===== src/rtl/conv_enc_k3.sv =====
// -----------------------------------------------------------------------------
// conv_enc_k3 - rate-1/2, constraint-length-3 convolutional encoder
//
// Serial data bits enter through a valid/ready handshake. Each bit produces one
// 2-bit coded symbol {g0, g1}, which leaves through a single output register
// with its own valid/ready handshake.
//
// Build option (macro): CONV_ENC_TAIL_EN
//   defined   : two zero tail bits are appended to every frame, so the shift
//               state returns to 00; out_last marks the second tail pair.
//   undefined : no tail bits; the last data pair carries out_last and the
//               shift state is cleared for the next frame.
//
// Ports
//   clk        in   clock, rising edge
//   rst_n      in   asynchronous active-low reset
//   in_valid   in   in_bit/in_last valid
//   in_ready   out  input bit accepted this cycle (combinational on out_ready)
//   in_bit     in   data bit
//   in_last    in   final data bit of the frame
//   out_valid  out  out_pair/out_last valid
//   out_ready  in   downstream accepts the pair
//   out_pair   out  coded symbol {g0, g1}
//   out_last   out  final pair of the frame
//   pair_cnt   out  pairs accepted downstream in the current frame
//   busy       out  frame in progress
// -----------------------------------------------------------------------------
module conv_enc_k3 #(
    parameter logic [2:0] G0    = 3'b111,
    parameter logic [2:0] G1    = 3'b101,
    parameter int          CNT_W = 16
) (
    input  logic             clk,
    input  logic             rst_n,
    input  logic             in_valid,
    output logic             in_ready,
    input  logic             in_bit,
    input  logic             in_last,
    output logic             out_valid,
    input  logic             out_ready,
    output logic [1:0]       out_pair,
    output logic             out_last,
    output logic [CNT_W-1:0] pair_cnt,
    output logic             busy
);

    // Generator taps are ordered {current bit, s[1], s[0]}.
    function automatic logic [1:0] encode(input logic [2:0] g0,
                                          input logic [2:0] g1,
                                          input logic       b,
                                          input logic [1:0] s);
        logic [2:0] r;
        r = {b, s};
        return {^(g0 & r), ^(g1 & r)};
    endfunction

`ifdef CONV_ENC_TAIL_EN
    typedef enum logic [1:0] {
        ST_DATA  = 2'd0,
        ST_TAIL1 = 2'd1,
        ST_TAIL2 = 2'd2
    } state_e;

    state_e state_q;
    state_e state_d;
`endif

    logic [1:0]       s_q,         s_d;
    logic             out_valid_q, out_valid_d;
    logic [1:0]       out_pair_q,  out_pair_d;
    logic             out_last_q,  out_last_d;
    logic [CNT_W-1:0] cnt_q,       cnt_d;
    logic             busy_q,      busy_d;
    logic             clr_q,       clr_d;

    logic             free_s;
    logic             fire_s;
    logic             in_data_s;
    logic             in_ready_s;
    logic             accept_s;
    logic             gen_s;
    logic             gen_bit_s;
    logic             gen_last_s;

    // Handshake decode and choice of which bit (data or tail) is encoded.
    always_comb begin
        free_s     = !out_valid_q || out_ready;
        fire_s     = out_valid_q && out_ready;
`ifdef CONV_ENC_TAIL_EN
        in_data_s  = (state_q == ST_DATA);
`else
        in_data_s  = 1'b1;
`endif
        // rst_n gating keeps in_ready low for the whole reset window.
        in_ready_s = in_data_s && free_s && rst_n;
        accept_s   = in_valid && in_ready_s;
`ifdef CONV_ENC_TAIL_EN
        gen_s      = accept_s || (!in_data_s && free_s);
        gen_bit_s  = in_data_s ? in_bit : 1'b0;
        gen_last_s = (state_q == ST_TAIL2);
        state_d    = state_q;
        case (state_q)
            ST_DATA: begin
                if (accept_s && in_last) begin
                    state_d = ST_TAIL1;
                end else begin
                    state_d = ST_DATA;
                end
            end
            ST_TAIL1: begin
                if (free_s) begin
                    state_d = ST_TAIL2;
                end else begin
                    state_d = ST_TAIL1;
                end
            end
            ST_TAIL2: begin
                if (free_s) begin
                    state_d = ST_DATA;
                end else begin
                    state_d = ST_TAIL2;
                end
            end
            default: state_d = ST_DATA;
        endcase
`else
        gen_s      = accept_s;
        gen_bit_s  = in_bit;
        gen_last_s = in_last;
`endif
    end

    // Next-state for shift register, output register, counter and busy flag.
    always_comb begin
        s_d         = s_q;
        out_valid_d = out_valid_q;
        out_pair_d  = out_pair_q;
        out_last_d  = out_last_q;
        if (gen_s) begin
            // A pair accepted in the same cycle is simply overwritten.
            out_valid_d = 1'b1;
            out_pair_d  = encode(G0, G1, gen_bit_s, s_q);
            out_last_d  = gen_last_s;
            // Frame end forces the state to 00 whatever the tail produced.
            s_d         = gen_last_s ? 2'b00 : {gen_bit_s, s_q[1]};
        end else if (out_ready) begin
            out_valid_d = 1'b0;
        end else begin
            out_valid_d = out_valid_q;
        end

        // The count shows the full frame total for one cycle, then clears;
        // the clear beats an increment landing in that cycle.
        clr_d = fire_s && out_last_q;
        if (clr_q) begin
            cnt_d = {CNT_W{1'b0}};
        end else if (fire_s) begin
            cnt_d = cnt_q + CNT_W'(1);
        end else begin
            cnt_d = cnt_q;
        end

        // A new frame starting as the previous one ends keeps busy high.
        if (accept_s) begin
            busy_d = 1'b1;
        end else if (fire_s && out_last_q) begin
            busy_d = 1'b0;
        end else begin
            busy_d = busy_q;
        end
    end

    // State and output registers.
    always_ff @(posedge clk or negedge rst_n) begin
        if (!rst_n) begin
`ifdef CONV_ENC_TAIL_EN
            state_q     <= ST_DATA;
`endif
            s_q         <= 2'b00;
            out_valid_q <= 1'b0;
            out_pair_q  <= 2'b00;
            out_last_q  <= 1'b0;
            cnt_q       <= {CNT_W{1'b0}};
            busy_q      <= 1'b0;
            clr_q       <= 1'b0;
        end else begin
`ifdef CONV_ENC_TAIL_EN
            state_q     <= state_d;
`endif
            s_q         <= s_d;
            out_valid_q <= out_valid_d;
            out_pair_q  <= out_pair_d;
            out_last_q  <= out_last_d;
            cnt_q       <= cnt_d;
            busy_q      <= busy_d;
            clr_q       <= clr_d;
        end
    end

    assign in_ready  = in_ready_s;
    assign out_valid = out_valid_q;
    assign out_pair  = out_pair_q;
    assign out_last  = out_last_q;
    assign pair_cnt  = cnt_q;
    assign busy      = busy_q;

endmodule


===== config.mk =====
export PLATFORM = sky130hd
export DESIGN_NAME = conv_enc_k3
export DESIGN_NICKNAME = d
export VERILOG_FILES = /design/src/rtl/conv_enc_k3.sv
export SDC_FILE = /design/constraint.sdc
export NUM_CORES = 1
export LEC_CHECK = 0
export BUFFER_PORTS_ARGS = -buffer_cell sky130_fd_sc_hd__buf_2
export CORE_MARGIN = 1
export CORE_UTILIZATION = 51
export DETAILED_ROUTE_END_ITERATION = 8
export PLACE_DENSITY = 0.77
export SLEW_MARGIN = 15
export SYNTH_ARGS = -nofsm -noshare
export SYNTH_HDL_FRONTEND = slang
export SYNTH_SLANG_ARGS = --single-unit

===== constraint.sdc =====
create_clock -name clk -period 1.7 [get_ports clk]
set_input_delay 0.34 -clock clk [delete_from_list [all_inputs] [get_ports clk]]
set_output_delay 0.34 -clock clk [all_outputs]
set_load 0.01 [all_outputs]

Word level (Yosys, flattened, before mapping)

Cells that the tools add are included.
Widths: inputs -> output; s select.

Add/sub/neg operators: 1
Mux-type cells: 7
Reductions and logical operators: 11

Operator list:

| operator              | number |
|---|---|
| $mux 16               | 2 |
| $add 16x1->16 const B | 1 |
| $reduce_bool 2->1     | 3 |
| $reduce_xor 3->1      | 2 |
| $logic_and 1x1->1     | 4 |
| $mux 1                | 4 |
| $mux 2                | 1 |
| $logic_not 1->1       | 1 |
| $logic_or 1x1->1      | 1 |

Flip-flop bits (word level): 24
Input bits: 6
Output and inout port bits: 22
Word-level logic and storage cells: 26

Logic depth before layout (Yosys ltp)

Depth after elaboration: 5
Depth in mapped cells: 5
Depth with buffers taken out: 5

Worst setup path after synthesis

No wires, ideal clock.

Path type: reg2reg
Start point: reg out_valid_q, in the netlist out_valid
End point: reg cnt_q[15], in the netlist pair_cnt[15]
Setup time: 0.125 ns
Data arrival time: 1.448 ns
Data required time: 1.575 ns
Setup slack: 0.127 ns
Cell stages (with the launch flop): 6
Path buffers: 1
Clock period less this slack: 1.573 ns
Cells stage by stage: dfrtp_1 > nand2_1 > buf_2 > nor3_1 > and4_1 > mux2_2

Longest elaborated chain between the ends: 2

RTL lines:

| what                        | RTL line | text |
|---|---|---|
| start: declaration          | 69       | `logic out_valid_q, out_valid_d;` |
| start signal: assignment    | 191      | `out_valid_q <= out_valid_d;` |
| $logic_and 1x1->1           | 88       | `fire_s = out_valid_q && out_ready;` |
| $reduce_bool 2->1 (no line) | --       |  |
| end signal: assignment      | 183      | `cnt_q <= {CNT_W{1'b0}};` |
| end signal: assignment      | 194      | `cnt_q <= cnt_d;` |
| end: declaration            | 72       | `logic [CNT_W-1:0] cnt_q, cnt_d;` |

No other way between the ends.
A chain may end at the register's enable or synchronous reset.

Worst setup path after layout

Start point: reg out_valid_q, in the netlist out_valid
End point: reg cnt_q[12], in the netlist pair_cnt[12]

Same word-level chain as after synthesis.

==> results.txt <==
Starting Density - 56.1%
clock share of power - 24.1%
CP bufs+invs - 0
ANT nets after route - 0
clock latency on the worst-skew pair - 0.32 ns
pin count of the biggest net entering global routing - 25
Post-Synthesis Cells - 116
Setup Viol. Count Final - 0
XOR/XNOR Fraction of Synth Area - 8.42%
Setup Total Neg Slack - 0 ns
Slew Limit Fails - 0
Synth Area in Adders - 1.09%
RR Endpoint - pair_cnt[12]$_DFFE_PN0P_
worst vdd ir - 0.759 mV
Synth Register Bits - 24
f_max - 0.635 GHz
Worst EP required - 1.95 ns
Synth top area share - 52.5%
sequential area share after synthesis - 52.5%
Mapped Area - 1140 µm²
relative slew slack - 75.5%
clock-pin slew on the worst setup and hold paths - 0.13 ns
met3 GRT Util - 3.12%
Gate power share - 20.3%
GRT overflow - 0
P_int - 890 µW
gp weighted congestion - 0.818
main area contributors after synthesis - dfrtp_1 (52%), xnor2_1 (6.1%), mux2_2 (4.9%)
pin slew with the least headroom to its limit - 0.364 ns
Switching Share - 30.3%
Crit. End Element - flip-flop
max incr delay on CP - 0.46 ns
row count - 16
CTS Buf Count - 3
I/O pin cnt - 28
gr busiest metal - met2
cell family with most CP delay - simple AND/OR/NAND/NOR gates
Total Wirelength - 2.34 mm
largest family of logic cells by synthesized area - simple AND/OR/NAND/NOR gates
nets - 157
Compound-Gate Fraction of Synth Area - 5.14%
crit-path cells - nand2_1, or3_1, or3_1, a21oi_1
launching point of the worst reg2reg path - out_valid$_DFFE_PN0P_
RSZ-0062 raised after global routing - no
Crit path top cell by count - or3_1
global-route wire length before repair - 3.98 mm
area leader, netlist - dfrtp_1
Avg Cell Area, Syn - 9.87 µm²
Die Y - 49.4 µm
fraction of layout cells with a size suffix above 1 - 30.2%
category of the worst setup path launch point - flip-flop
fin crit period - 1.58 ns
Mapped Nets - 123
slowest cell on the critical path - dfrtp_1
DR iter-0 viols - 16
CTS tree - yes
vias in the first global route - 917
worst reg2reg path depth - 4
gr usage total - 21.5%
Core Area - 2040 µm²
grt met1 use - 27.5%
initial antenna violation count - 0
setup bufs post-CTS - 0
Port Buffer Count - 27
Worst Setup Path Type - flip-flop to flip-flop
Sink Count - 24
Layout area overhead - 20.5%
DRC - 0
DR vias - 939
sw power - 386 µW
Leak - 0.000676 µW
mux share of post-synthesis cell area - 4.92%
Hold Fails Final Rpt - 0
DP HPWL - 1.69 mm
GR Util met2 - 36.5%
Placed Area - 1340 µm²
critical-path maximum fanout - 6
unique cell type count in the Yosys netlist - 27
Synth Area in Simple Gates - 26.2%
Pre-antenna DRT Iters - 4
Clock Tree Root - clkbuf_4
pwr dens - 925 nW/µm²
flop2flop setup slack - 0.12 ns
fin area - 1380 µm²
diodes inserted - 0
HP Class - primary input to async pin
H-tree depth - 1
Yosys warnings - 0
Power, Total - 1280 µW
post-DR vias/cell - 5.34
DIE AREA - 2440 µm²
Wirelength per Cell - 13.3 µm
Arr. time, crit path - 1.83 ns
Max-Cap Viols - 0
Flop pwr share - 55.6%
fin crit share - 92.7%
skew final - 0.00328 ns
Die Wd - 49.4 µm
worst-case clock buffer depth - 2
status - finished clean
[power groups by stage]
stage | clock, µW | sequential [µW] | combinational (µW)
2_1_floorplan | 0 | 742 | 121
3_3_place_gp | 0 | 715 | 256
3_5_place_dp | 0 | 718 | 265
4_1_cts | 317 | 709 | 265
5_1_grt | 335 | 722 | 292
6_report | 308 | 709 | 260
[logic make-up after synthesis]
kind of cell,after synthesis
fa+ha+maj,1
xor+xnor,11
mux,5
simple gates,59
flops,24
compound gates,11
buf+inv,5
[per-layer routing]
metal / vias up / part of all wire (%)
li1: 457 / -
met1: 444 / 43
met2: 34 / 50
met3: 4 / 5.6
met4: 0 / 1.2
met5: - / 0
[worst max-delay path by stage]
stage                             from  slack [ns]                  endpoint  cells past startpoint
6_report         out_valid$_DFFE_PN0P_        0.12  pair_cnt[12]$_DFFE_PN0P_                      4
5_1_grt        pair_cnt[3]$_DFFE_PN0P_        0.04  pair_cnt[15]$_DFFE_PN0P_                      4
4_1_cts          out_valid$_DFFE_PN0P_        0.09  pair_cnt[15]$_DFFE_PN0P_                      4
3_5_place_dp                 out_ready        0.08  pair_cnt[15]$_DFFE_PN0P_                      5
3_3_place_gp                 out_ready        0.18  pair_cnt[15]$_DFFE_PN0P_                      5
2_1_floorplan    out_valid$_DFFE_PN0P_        0.13  pair_cnt[15]$_DFFE_PN0P_                      5
[registers in the layout, indices dropped and copies added, names as in the netlist]
name,cells
out_last,1
out_valid,1
out_pair,2
pair_cnt,16
s_q,2
busy,1
clr_q,1
[final cells by class]
| class | count | area (µm²) |
|---|---|---|
| Timing Repair Buffer | 32 | 173 |
| Inverter | 2 | 7.51 |
| Clock buffer | 4 | 36.3 |
| Sequential cell | 24 | 601 |
| Fill cell | 192 | 662 |
| Tap cell | 27 | 33.8 |
| Multi-Input combinational cell | 87 | 529 |
[cell usage in the layout (no fill, tap or decap)]
cell	count
buf_2	27
dfrtp_1	24
nor2_1	15
nand2_1	12
xnor2_1	8
nand3_1	6
o21ai_0	6
mux2_2	5
buf_4	5
a21oi_1	4
nor3_1	4
nand2b_1	3
and2_1	3
nor2b_1	3
or3_1	3
xor2_1	3
clkbuf_4	3
inv_1	2
nand4_1	2
nor4_1	2
and3_1	1
nand4_2	1
nand3_2	1
nor3_2	1
or2_1	1
a31o_2	1
and4_1	1
ha_1	1
clkbuf_8	1
[cells in the mapped netlist]
cell,count
clkbuf_1,1
nor4_1,2
nor2b_1,3
mux2_2,5
nand2b_1,3
a31o_2,1
nand4_1,2
dfrtp_1,24
or3_1,3
inv_1,2
and3_1,1
and2_1,3
nand2_1,12
nand3_1,6
buf_1,1
nand3_2,1
buf_2,1
a21oi_1,4
xnor2_1,8
nor2_1,15
and4_1,1
xor2_1,3
ha_1,1
nand4_2,1
or2_1,1
o21ai_0,6
nor3_1,5
[metrics by stage]
stage,worst slack (ns),hold WS (ns),util (%),std cells
after floorplan,0.127,0.0444,-,116
after global placement,0.183,0.396,65.6,172
after detailed placement,0.0807,0.406,65.6,172
after CTS,0.0893,0.0442,67.3,176
after global routing,0.0398,0.0529,67.6,176
final,0.124,0.0375,67.6,176
[what timing repair did]
| action | CTS | global route |
|---|---|---|
| hold endpoints to repair | 0 | 0 |
| hold buffers | 0 | 0 |
| resized for setup | 0 | 1 |
| endpoints found under the setup margin | 0 | 1 |
Note: power is estimated with default switching activity, not from simulation.
